File: src/rtl/sort_addr_ctrl.sv
// Control FSM for an in-place selection sort: walks outer index i and inner index j
// over the element RAM, tracks the running minimum and swaps A[i] with A[min] per pass.
`timescale 1ns/1ps

module sort_addr_ctrl #(
    parameter int SIZE_ADDR = 8,
    parameter int SIZE_DATA = 8
) (
    input  logic                 i_clk,
    input  logic                 i_rst_n,
    input  logic                 i_start,
    input  logic [SIZE_ADDR-1:0] i_len,
    input  logic [SIZE_DATA-1:0] i_rdata,
    output logic                 o_rd_en,
    output logic                 o_wr_en,
    output logic [1:0]           o_sel_addr,
    output logic [SIZE_ADDR-1:0] o_value_i,
    output logic [SIZE_ADDR-1:0] o_value_j,
    output logic [SIZE_ADDR-1:0] o_value_min,
    output logic [SIZE_DATA-1:0] o_wdata,
    output logic                 o_busy,
    output logic                 o_done
);

    typedef enum logic [3:0] {
        IDLE, RD_I, CAP_I, RD_J, CMP_J, WR_MIN, WR_I, NEXT_I, DONE
    } state_t;

    state_t               state, state_nxt;
    logic [SIZE_ADDR-1:0] len, len_nxt;
    logic [SIZE_ADDR-1:0] idx_i, idx_i_nxt;
    logic [SIZE_ADDR-1:0] idx_j, idx_j_nxt;
    logic [SIZE_ADDR-1:0] idx_min, idx_min_nxt;
    logic [SIZE_DATA-1:0] val_i, val_i_nxt;
    logic [SIZE_DATA-1:0] min_val, min_val_nxt;
    logic                 rdata_less;
    logic [SIZE_ADDR-1:0] min_cand;

    assign o_value_i   = idx_i;
    assign o_value_j   = idx_j;
    assign o_value_min = idx_min;

    // Strict compare so that ties keep the earlier index
    assign rdata_less = (i_rdata < min_val);
    assign min_cand   = rdata_less ? idx_j : idx_min;

    always_ff @(posedge i_clk or negedge i_rst_n) begin
        if (!i_rst_n) begin
            state   <= IDLE;
            len     <= '0;
            idx_i   <= '0;
            idx_j   <= '0;
            idx_min <= '0;
            val_i   <= '0;
            min_val <= '0;
        end else begin
            state   <= state_nxt;
            len     <= len_nxt;
            idx_i   <= idx_i_nxt;
            idx_j   <= idx_j_nxt;
            idx_min <= idx_min_nxt;
            val_i   <= val_i_nxt;
            min_val <= min_val_nxt;
        end
    end

    always_comb begin
        state_nxt   = state;
        len_nxt     = len;
        idx_i_nxt   = idx_i;
        idx_j_nxt   = idx_j;
        idx_min_nxt = idx_min;
        val_i_nxt   = val_i;
        min_val_nxt = min_val;
        o_rd_en     = 1'b0;
        o_wr_en     = 1'b0;
        o_sel_addr  = 2'b00;
        o_wdata     = '0;
        o_busy      = (state != IDLE);
        o_done      = (state == DONE);

        case (state)
            IDLE: begin
                if (i_start) begin
                    if (i_len > SIZE_ADDR'(1)) begin
                        len_nxt   = i_len;
                        idx_i_nxt = '0;
                        state_nxt = RD_I;
                    end else begin
                        state_nxt = DONE;
                    end
                end
            end
            RD_I: begin
                o_sel_addr = 2'b11;
                o_rd_en    = 1'b1;
                state_nxt  = CAP_I;
            end
            CAP_I: begin
                val_i_nxt   = i_rdata;
                min_val_nxt = i_rdata;
                idx_min_nxt = idx_i;
                idx_j_nxt   = idx_i + 1'b1;
                state_nxt   = RD_J;
            end
            RD_J: begin
                o_sel_addr = 2'b10;
                o_rd_en    = 1'b1;
                state_nxt  = CMP_J;
            end
            CMP_J: begin
                if (rdata_less) begin
                    idx_min_nxt = idx_j;
                    min_val_nxt = i_rdata;
                end
                // The swap decision must use the minimum including this compare
                if (idx_j == len - 1'b1) begin
                    state_nxt = (min_cand != idx_i) ? WR_MIN : NEXT_I;
                end else begin
                    idx_j_nxt = idx_j + 1'b1;
                    state_nxt = RD_J;
                end
            end
            WR_MIN: begin
                o_sel_addr = 2'b01;
                o_wr_en    = 1'b1;
                o_wdata    = val_i;
                state_nxt  = WR_I;
            end
            WR_I: begin
                o_sel_addr = 2'b11;
                o_wr_en    = 1'b1;
                o_wdata    = min_val;
                state_nxt  = NEXT_I;
            end
            NEXT_I: begin
                if (idx_i == len - 2'd2) begin
                    state_nxt = DONE;
                end else begin
                    idx_i_nxt = idx_i + 1'b1;
                    state_nxt = RD_I;
                end
            end
            DONE: begin
                state_nxt = IDLE;
            end
            default: begin
                state_nxt = IDLE;
            end
        endcase
    end

endmodule

File: config.mk
export PLATFORM = sky130hd
export DESIGN_NAME = sort_addr_ctrl
export DESIGN_NICKNAME = d
export VERILOG_FILES = /design/src/rtl/sort_addr_ctrl.sv
export SDC_FILE = /design/constraint.sdc
export NUM_CORES = 1
export LEC_CHECK = 0
export ABC_AREA = 1
export ABC_CLOCK_PERIOD_IN_PS = 5300
export BUFFER_PORTS_ARGS = -buffer_cell sky130_fd_sc_hd__buf_4
export CORE_AREA = 2 2 79 81
export CTS_BUF_LIST = sky130_fd_sc_hd__clkbuf_16
export DETAILED_ROUTE_END_ITERATION = 10
export DIE_AREA = 0 0 81 83
export PLACE_DENSITY = 0.89
export SLEW_MARGIN = 20
export SYNTH_ARGS = -nofsm -noshare
export SYNTH_HDL_FRONTEND = slang
export SYNTH_SLANG_ARGS = --single-unit
File: constraint.sdc
create_clock -name i_clk -period 5.3 [get_ports i_clk]
set_input_delay 0.795 -clock i_clk [delete_from_list [all_inputs] [get_ports i_clk]]
set_output_delay 0.795 -clock i_clk [all_outputs]
set_load 0.02 [all_outputs]
==> summary.txt, run 1 <==
Outcome
  – Outcome: finished, final reports clean

Floorplanning
  – Chip height: ~83 um
  – Initial Util: 59.5%
  – Die ar.: just under 7000 sq um
  – # rows: 28
  – Core ar.: 5820 sq um
  – I/O Pins: 57
  – DIE WIDTH: just over 80 um

Route
  – DR iter-0 viols: 221
  – Via density: around 5.7
  – Post-Route WL: around 8.5 mm
  – Drt first pass iters: 5
  – Mean routed wirelength per cell: 15.2 um
  – Routed Antenna Nets: 0
  – DR vias: 3183
  – # DRC: 0

Synth
  – #FFs+latches synth: 52
  – Synth top area share: 37.6%
  – Asr flop ratio synth: 100%
  – Syn nets: between 400 and 500
  – Count of cell types in the netlist: 37
  – Commonest cells post-synth: 87 x nand2_1, 52 x dfrtp_1, 51 x inv_1, 45 x nand3_1, 30 x o21ai_0
  – Seq/Total Area, Yosys: a little under two fifths
  – Synth area leaders: dfrtp_1 38%, nand2_1 9.4%, nand3_1 6.5%
  – Synthesized instance count: 436
  – Most common cell in the synthesized netlist: nand2_1
  – Dominant synthesized flop cell: dfrtp_1
  – Post-synth EDFFs: 0
  – Synthesized area per cell: 7.94 sq um
  – Synthesized area: 3460 sq um
  – Area leader, netlist: dfrtp_1
  – Synth warn: 0

Setup path
  – CP Data Required Time: 5.50 ns
  – FF-to-FF path depth: 7
  – Arr. time, crit path: 3.31 ns
  – CP Launch Type: flip-flop
  – Reg2reg start: state[3]
  – Critical Path Sink Type: flip-flop
  – FF-to-FF End: min_val[2]
  – R2R setup slack: 2.19 ns
  – Crit path max fanout: 23
  – Worst setup path category: flip-flop to flip-flop

Timing
  – Slew margin rel.: approximately 40%
  – Final setup margin: 2.19 ns
  – Max Slew Vio Count: 0
  – Hold slack: 0.509 ns
  – Tmin final: between 3 and 4 ns
  – Setup violators final: 0
  – Final Skew: 0.00666 ns
  – Final hold vios: 0
  – Setup tns final: 0 ns
  – Worst slew pin tran: 0.899 ns
  – Final cycle utilization of the critical path: 58.7%
  – RSZ-0062 raised after global routing: false
  – Fmax: 321 MHz

Place
  – Cell Area, Placed: 3890 sq um
  – Hpwl dp: 6.37 mm
  – Cells after DPL: between 500 and 600
  – Pre-CTS WS: approximately 2.3 ns
  – GP Congestion: 0.904
  – Port Buf Inserts: 56

Layout
  – Layout Cells excl Fill: 560
  – FILL cells: between 400 and 500
  – Area growth, synth to finish: 16.1%
  – Area of the multi-input gates: 1870 sq um
  – Design Area, Final: 4020 sq um
  – Share of post-route cells with drive strength above 1: a little over a fifth
  – N_diodes: 0
  – Register area: around 1300 sq um
  – Final Net Count: 516

Hold path
  – Type of the most critical hold path: input pin to asynchronous set/reset pin

CTS
  – CTS resizes: 0
  – Post-CTS Setup Repair Bufs: 0
  – Hold-fix buffers at CTS: 0
  – Root Buffer: clkbuf_16
  – Clock sink total: 52
  – CTS tree: yes
  – CTS clk-pin slew, worst paths: 0.07 ns
  – Num CTS Buffers: 5
  – Clock buffer depth: 2
  – H-tree Lvls: 2
  – Worst-Skew Late Latency: 0.29 ns

Global routing
  – Largest net degree at the start of global routing: 53
  – First-pass GRT wire length: between 10 and 15 mm
  – Vias in the first global route: 3192
  – Initial antenna violation count: 0
  – Gr ovfl total: 0
  – Global Route Usage Sum: 26.9%

Pwr
  – VDD IR max: 303 uV
  – Leakage: slightly below 2 nW
  – PwrDens: 625 nW/um^2

Run
  – Max_cap viols: 0
## per-layer routing
metal / global-route usage [%] / up-vias / routed length [um]
li1: - / 1536 / -
met1: 32.6 / 1498 / 3370
met2: 47.9 / 125 / 4410
met3: 4.67 / 24 / 560
met4: 8.17 / 0 / 163
met5: 0 / - / 0
## area by class of cell
cell class	count	share of cell area [%]
clock buffer	5	3.11
sequential	52	32.4
timing repair buffer	56	10.5
tap	75	2.33
inverter	54	5.04
clock inverter	2	0.218
multi-input combinational	316	46.5
## critical path, stage by stage, from the launching register on
cell and delay (ns):
dfrtp_1 0.39, nor2_1 0.57, inv_1 0.16, nor2_2 0.72, inv_1 0.39, o21ai_2 0.56, nand2_1 0.11, o21ai_0 0.11
## cell usage in the layout (no fill, tap or decap), drive strengths merged, types with 12 or more instances in the layout
| master | count |
|---|---|
| buf | 56 |
| dfrtp | 52 |
| ha | 12 |
| inv | 55 |
| nand2 | 98 |
| nand3 | 45 |
| nor2 | 33 |
| o21ai | 46 |
| xnor2 | 12 |
| xor2 | 21 |
## state kept, by name (all words and copies together) (netlist names)
name,count
o_value_j,8
state,4
o_value_i,8
o_value_min,8
min_val,8
len,8
val_i,8
## worst max-delay path by stage
stage            endpoint  startpoint  cells after the start
3_3_place_gp   min_val[1]    state[3]                      6
6_report       min_val[2]    state[3]                      7
2_1_floorplan  o_wdata[0]    state[3]                      5
4_1_cts        min_val[1]    state[3]                      6
5_1_grt        min_val[0]    state[2]                      7
3_5_place_dp   min_val[1]    state[3]                      6
## kinds of logic (layout without fill, tap and decap cells)
group,Yosys count,in the layout,synth area share [%]
and+or+nand+nor,189,189,25.3
adders and majority gates,12,12,4.34
xor gates and xnor gates,33,33,8.35
AOI/OAI and AO/OA,73,73,13.1
DFF,52,52,37.6
muxes,9,9,2.89
buffers and inverters,68,117,8.46
## stage by stage
| step | utilization (%) | total power, mW |
|---|---|---|
| after global routing | 69.1 | 2.71 |
| final | 69.1 | 2.51 |
| after global placement | 66.8 | 2.14 |
| after detailed placement | 66.8 | 2.19 |
| after CTS | 69.1 | 2.51 |
| after floorplan | - | 1.82 |
## report_power, final
| group | internal, mW | total, mW | leakage (nW) | switching (mW) |
|---|---|---|---|---|
| registers | 0.567 | 0.767 | 0.664 | 0.200 |
| logic | 0.553 | 1.44 | 1.20 | 0.885 |
| clock network | 0.170 | 0.308 | 0.0709 | 0.138 |
| total | 1.29 | 2.51 | 1.93 | 1.22 |
No activity file was read; power rests on OpenSTA's default activity.
==> inputs of run 2 (changes only) <==
Settings changed: ABC_CLOCK_PERIOD_IN_PS 5300 to 3200, CORE_AREA 2 2 79 81 to 2 2 81 83, DIE_AREA 0 0 81 83 to 0 0 83 85, PLACE_DENSITY 0.89 to 0.86.
Clock period 5.3 ns to 3.2 ns, I/O delays scaled along.
==> run 2 against run 1 <==
Against the previous run:
- count of clock-buffer cells in the layout did not move
- sequential power rose by 66%
- highest routed layer unchanged
- worst setup slack got worse by 1.2 ns
- final area is 0.59% higher
- via count decreased by 0.47%
==> summary.txt, run 2 (synthesized netlist as in run 1, its figures left out) <==
Timing
  – Worst slew pin tran: 0.710 ns (was 0.899 ns)
  – Setup violators final: 0 (unchanged)
  – Final Skew: 0.00489 ns (was 0.00666 ns)
  – RSZ-0062 raised after global routing: false (unchanged)
  – Setup tns final: 0 ns (unchanged)
  – Fmax: between 400 and 500 MHz
  – Final cycle utilization of the critical path: between 60% and 70%
  – Final hold vios: 0 (unchanged)
  – Max Slew Vio Count: 0 (unchanged)
  – Tmin final: 2.23 ns
  – Slew margin rel.: 52.3% (was 40.0%)
  – Final setup margin: 0.974 ns (was 2.19 ns)

Layout
  – Layout Cells excl Fill: 565 (was 560)
  – Share of post-route cells with drive strength above 1: 21.9% (was 21.6%)
  – Commonest non-fill, non-tap cell in the layout: nand2_1 (unchanged)
  – N_diodes: 0 (unchanged)
  – Final core occ: 65.2% (was 69.1%)
  – Final Net Count: 518 (was 516)
  – Most frequent cells in the layout: 87 x nand2_1, 58 x buf_4, 52 x inv_1, 52 x dfrtp_1, 45 x nand3_1 (was 87 x nand2_1, 56 x buf_4, 52 x inv_1, 52 x dfrtp_1, 45 x nand3_1)
  – Area growth, synth to finish: 16.8% (was 16.1%)

Place
  – Pre-CTS WS: 0.806 ns (was 2.28 ns)
  – GP Congestion: 0.891 (was 0.904)
  – Port Buf Inserts: 56 (unchanged)
  – Hpwl dp: 6.42 mm (was 6.37 mm)
  – Cells after DPL: 557 (was 553)

Floorplanning
  – # rows: 29 (was 28)
  – Initial Util: 55.8% (was 59.5%)
  – Die ar.: 7060 sq um (was 6720 sq um)
  – I/O Pins: 57 (unchanged)
  – Core ar.: 6200 sq um (was 5820 sq um)
  – Chip height: 85 um (was 83 um)
  – DIE WIDTH: 83 um (was 81 um)

Setup path
  – Critical Path Sink Type: output pin (was flip-flop)
  – CP Launch Type: flip-flop (unchanged)
  – CP Data Required Time: 2.72 ns (was 5.50 ns)
  – Crit-path cells: inv_1 > nor2_1 > nand2_1 > nand3_1 > buf_4 (was nor2_1 > inv_1 > nor2_2 > inv_1 > o21ai_2 > nand2_1 > o21ai_0)
  – Reg2reg start: min_val[7] (was state[3])
  – Arr. time, crit path: 1.75 ns (was 3.31 ns)
  – Crit-path slowest cell: nor2_1 (was nor2_2)
  – FF-to-FF End: min_val[1] (was min_val[2])
  – Crit path max fanout: 10 (was 23)
  – R2R setup slack: 1.02 ns (was 2.19 ns)
  – Worst setup path category: flip-flop to output pin (was flip-flop to flip-flop)
  – FF-to-FF path depth: 9 (was 7)
  – Buf+Inv Stages, Crit Path: 2 (unchanged)
  – Worst path max stage delay: 0.51 ns (was 0.72 ns)
  – Top delay family on crit path: simple AND/OR/NAND/NOR gates (unchanged)

CTS
  – CTS tree: yes (unchanged)
  – Num CTS Buffers: 5 (unchanged)
  – Root Buffer: clkbuf_16 (unchanged)
  – H-tree Lvls: 2 (unchanged)
  – Worst-Skew Late Latency: 0.29 ns (about the same)
  – Clock buffer depth: 2 (unchanged)
  – Hold-fix buffers at CTS: 0 (unchanged)
  – Clock sink total: 52 (unchanged)
  – CTS resizes: 0 (unchanged)
  – CTS clk-pin slew, worst paths: 0.07 ns (about the same)
  – Post-CTS Setup Repair Bufs: 0 (unchanged)

Route
  – Post-Route WL: 8.39 mm (was 8.51 mm)
  – DR iter-0 viols: 209 (was 221)
  – Drt first pass iters: 4 (was 5)
  – # DRC: 0 (unchanged)
  – Mean routed wirelength per cell: 14.9 um (was 15.2 um)
  – Routed Antenna Nets: 0 (unchanged)
  – Via density: 5.61 (was 5.68)
  – DR vias: 3168 (was 3183)

Pwr
  – PwrDens: 1030 nW/um^2 (was 625 nW/um^2)
  – Leakage: 1.94 nW (was 1.93 nW)
  – VDD IR max: 522 uV (was 303 uV)

Global routing
  – Global Route Usage Sum: 25.1% (was 26.9%)
  – Largest net degree at the start of global routing: 53 (unchanged)
  – First-pass GRT wire length: 14.4 mm (was 14.3 mm)
  – Gr ovfl total: 0 (unchanged)
  – Vias in the first global route: 3099 (was 3192)
  – Initial antenna violation count: 0 (unchanged)

Hold path
  – Type of the most critical hold path: input pin to asynchronous set/reset pin (unchanged)

Run
  – Max_cap viols: 0 (unchanged)

Outcome
  – Outcome: finished, final reports clean (unchanged)
==> run 2: worst max path at each step <==
stage                           from            end  slack (ns)  cells after the start
after floorplan             state[3]     o_wdata[0]        1.17                      5
after global routing      min_val[5]     min_val[1]        0.80                      7
after CTS                   state[0]  o_sel_addr[0]        0.96                      5
after global placement    i_rdata[7]     min_val[0]        0.88                      9
final                       state[0]  o_sel_addr[0]        0.97                      5
after detailed placement  i_rdata[7]     min_val[1]        0.81                      9
==> run 2: power by group <==
part | leakage (nW) | switching, mW | total (mW) | internal (mW)
Sequential | 0.664 | 0.335 | 1.27 | 0.939
Clock | 0.0687 | 0.236 | 0.520 | 0.285
Combinational | 1.21 | 1.46 | 2.38 | 0.928
Total | 1.94 | 2.03 | 4.18 | 2.15
==> run 2: per-layer routing <==
| metal | share of wire, % | track usage, % | vias up |
|---|---|---|---|
| met4 | 2.7 | 10.3 | 0 |
| met2 | 50 | 43.5 | 112 |
| met3 | 6.3 | 4.47 | 23 |
| met1 | 41 | 31.3 | 1503 |
| li1 | - | - | 1530 |
| met5 | 0 | 0 | - |
==> run 2: final cells by class <==
type	instances	area, sq um
Fill cell	520	2160
Multi-Input combinational cell	316	1870
Sequential cell	52	1300
Timing Repair Buffer	58	435
Inverter	54	203
Clock buffer	5	125
Tap cell	77	96.3
Clock inverter	3	15.0
==> run 2: stage by stage <==
stage	hold WS, ns	power, mW	area (sq um)
detailed placement	0.494	3.66	3900
floorplan	0.184	3.01	3460
global route	0.284	4.53	4040
finish	0.212	4.18	4040
global placement	0.479	3.56	3900
CTS	0.250	4.18	4040
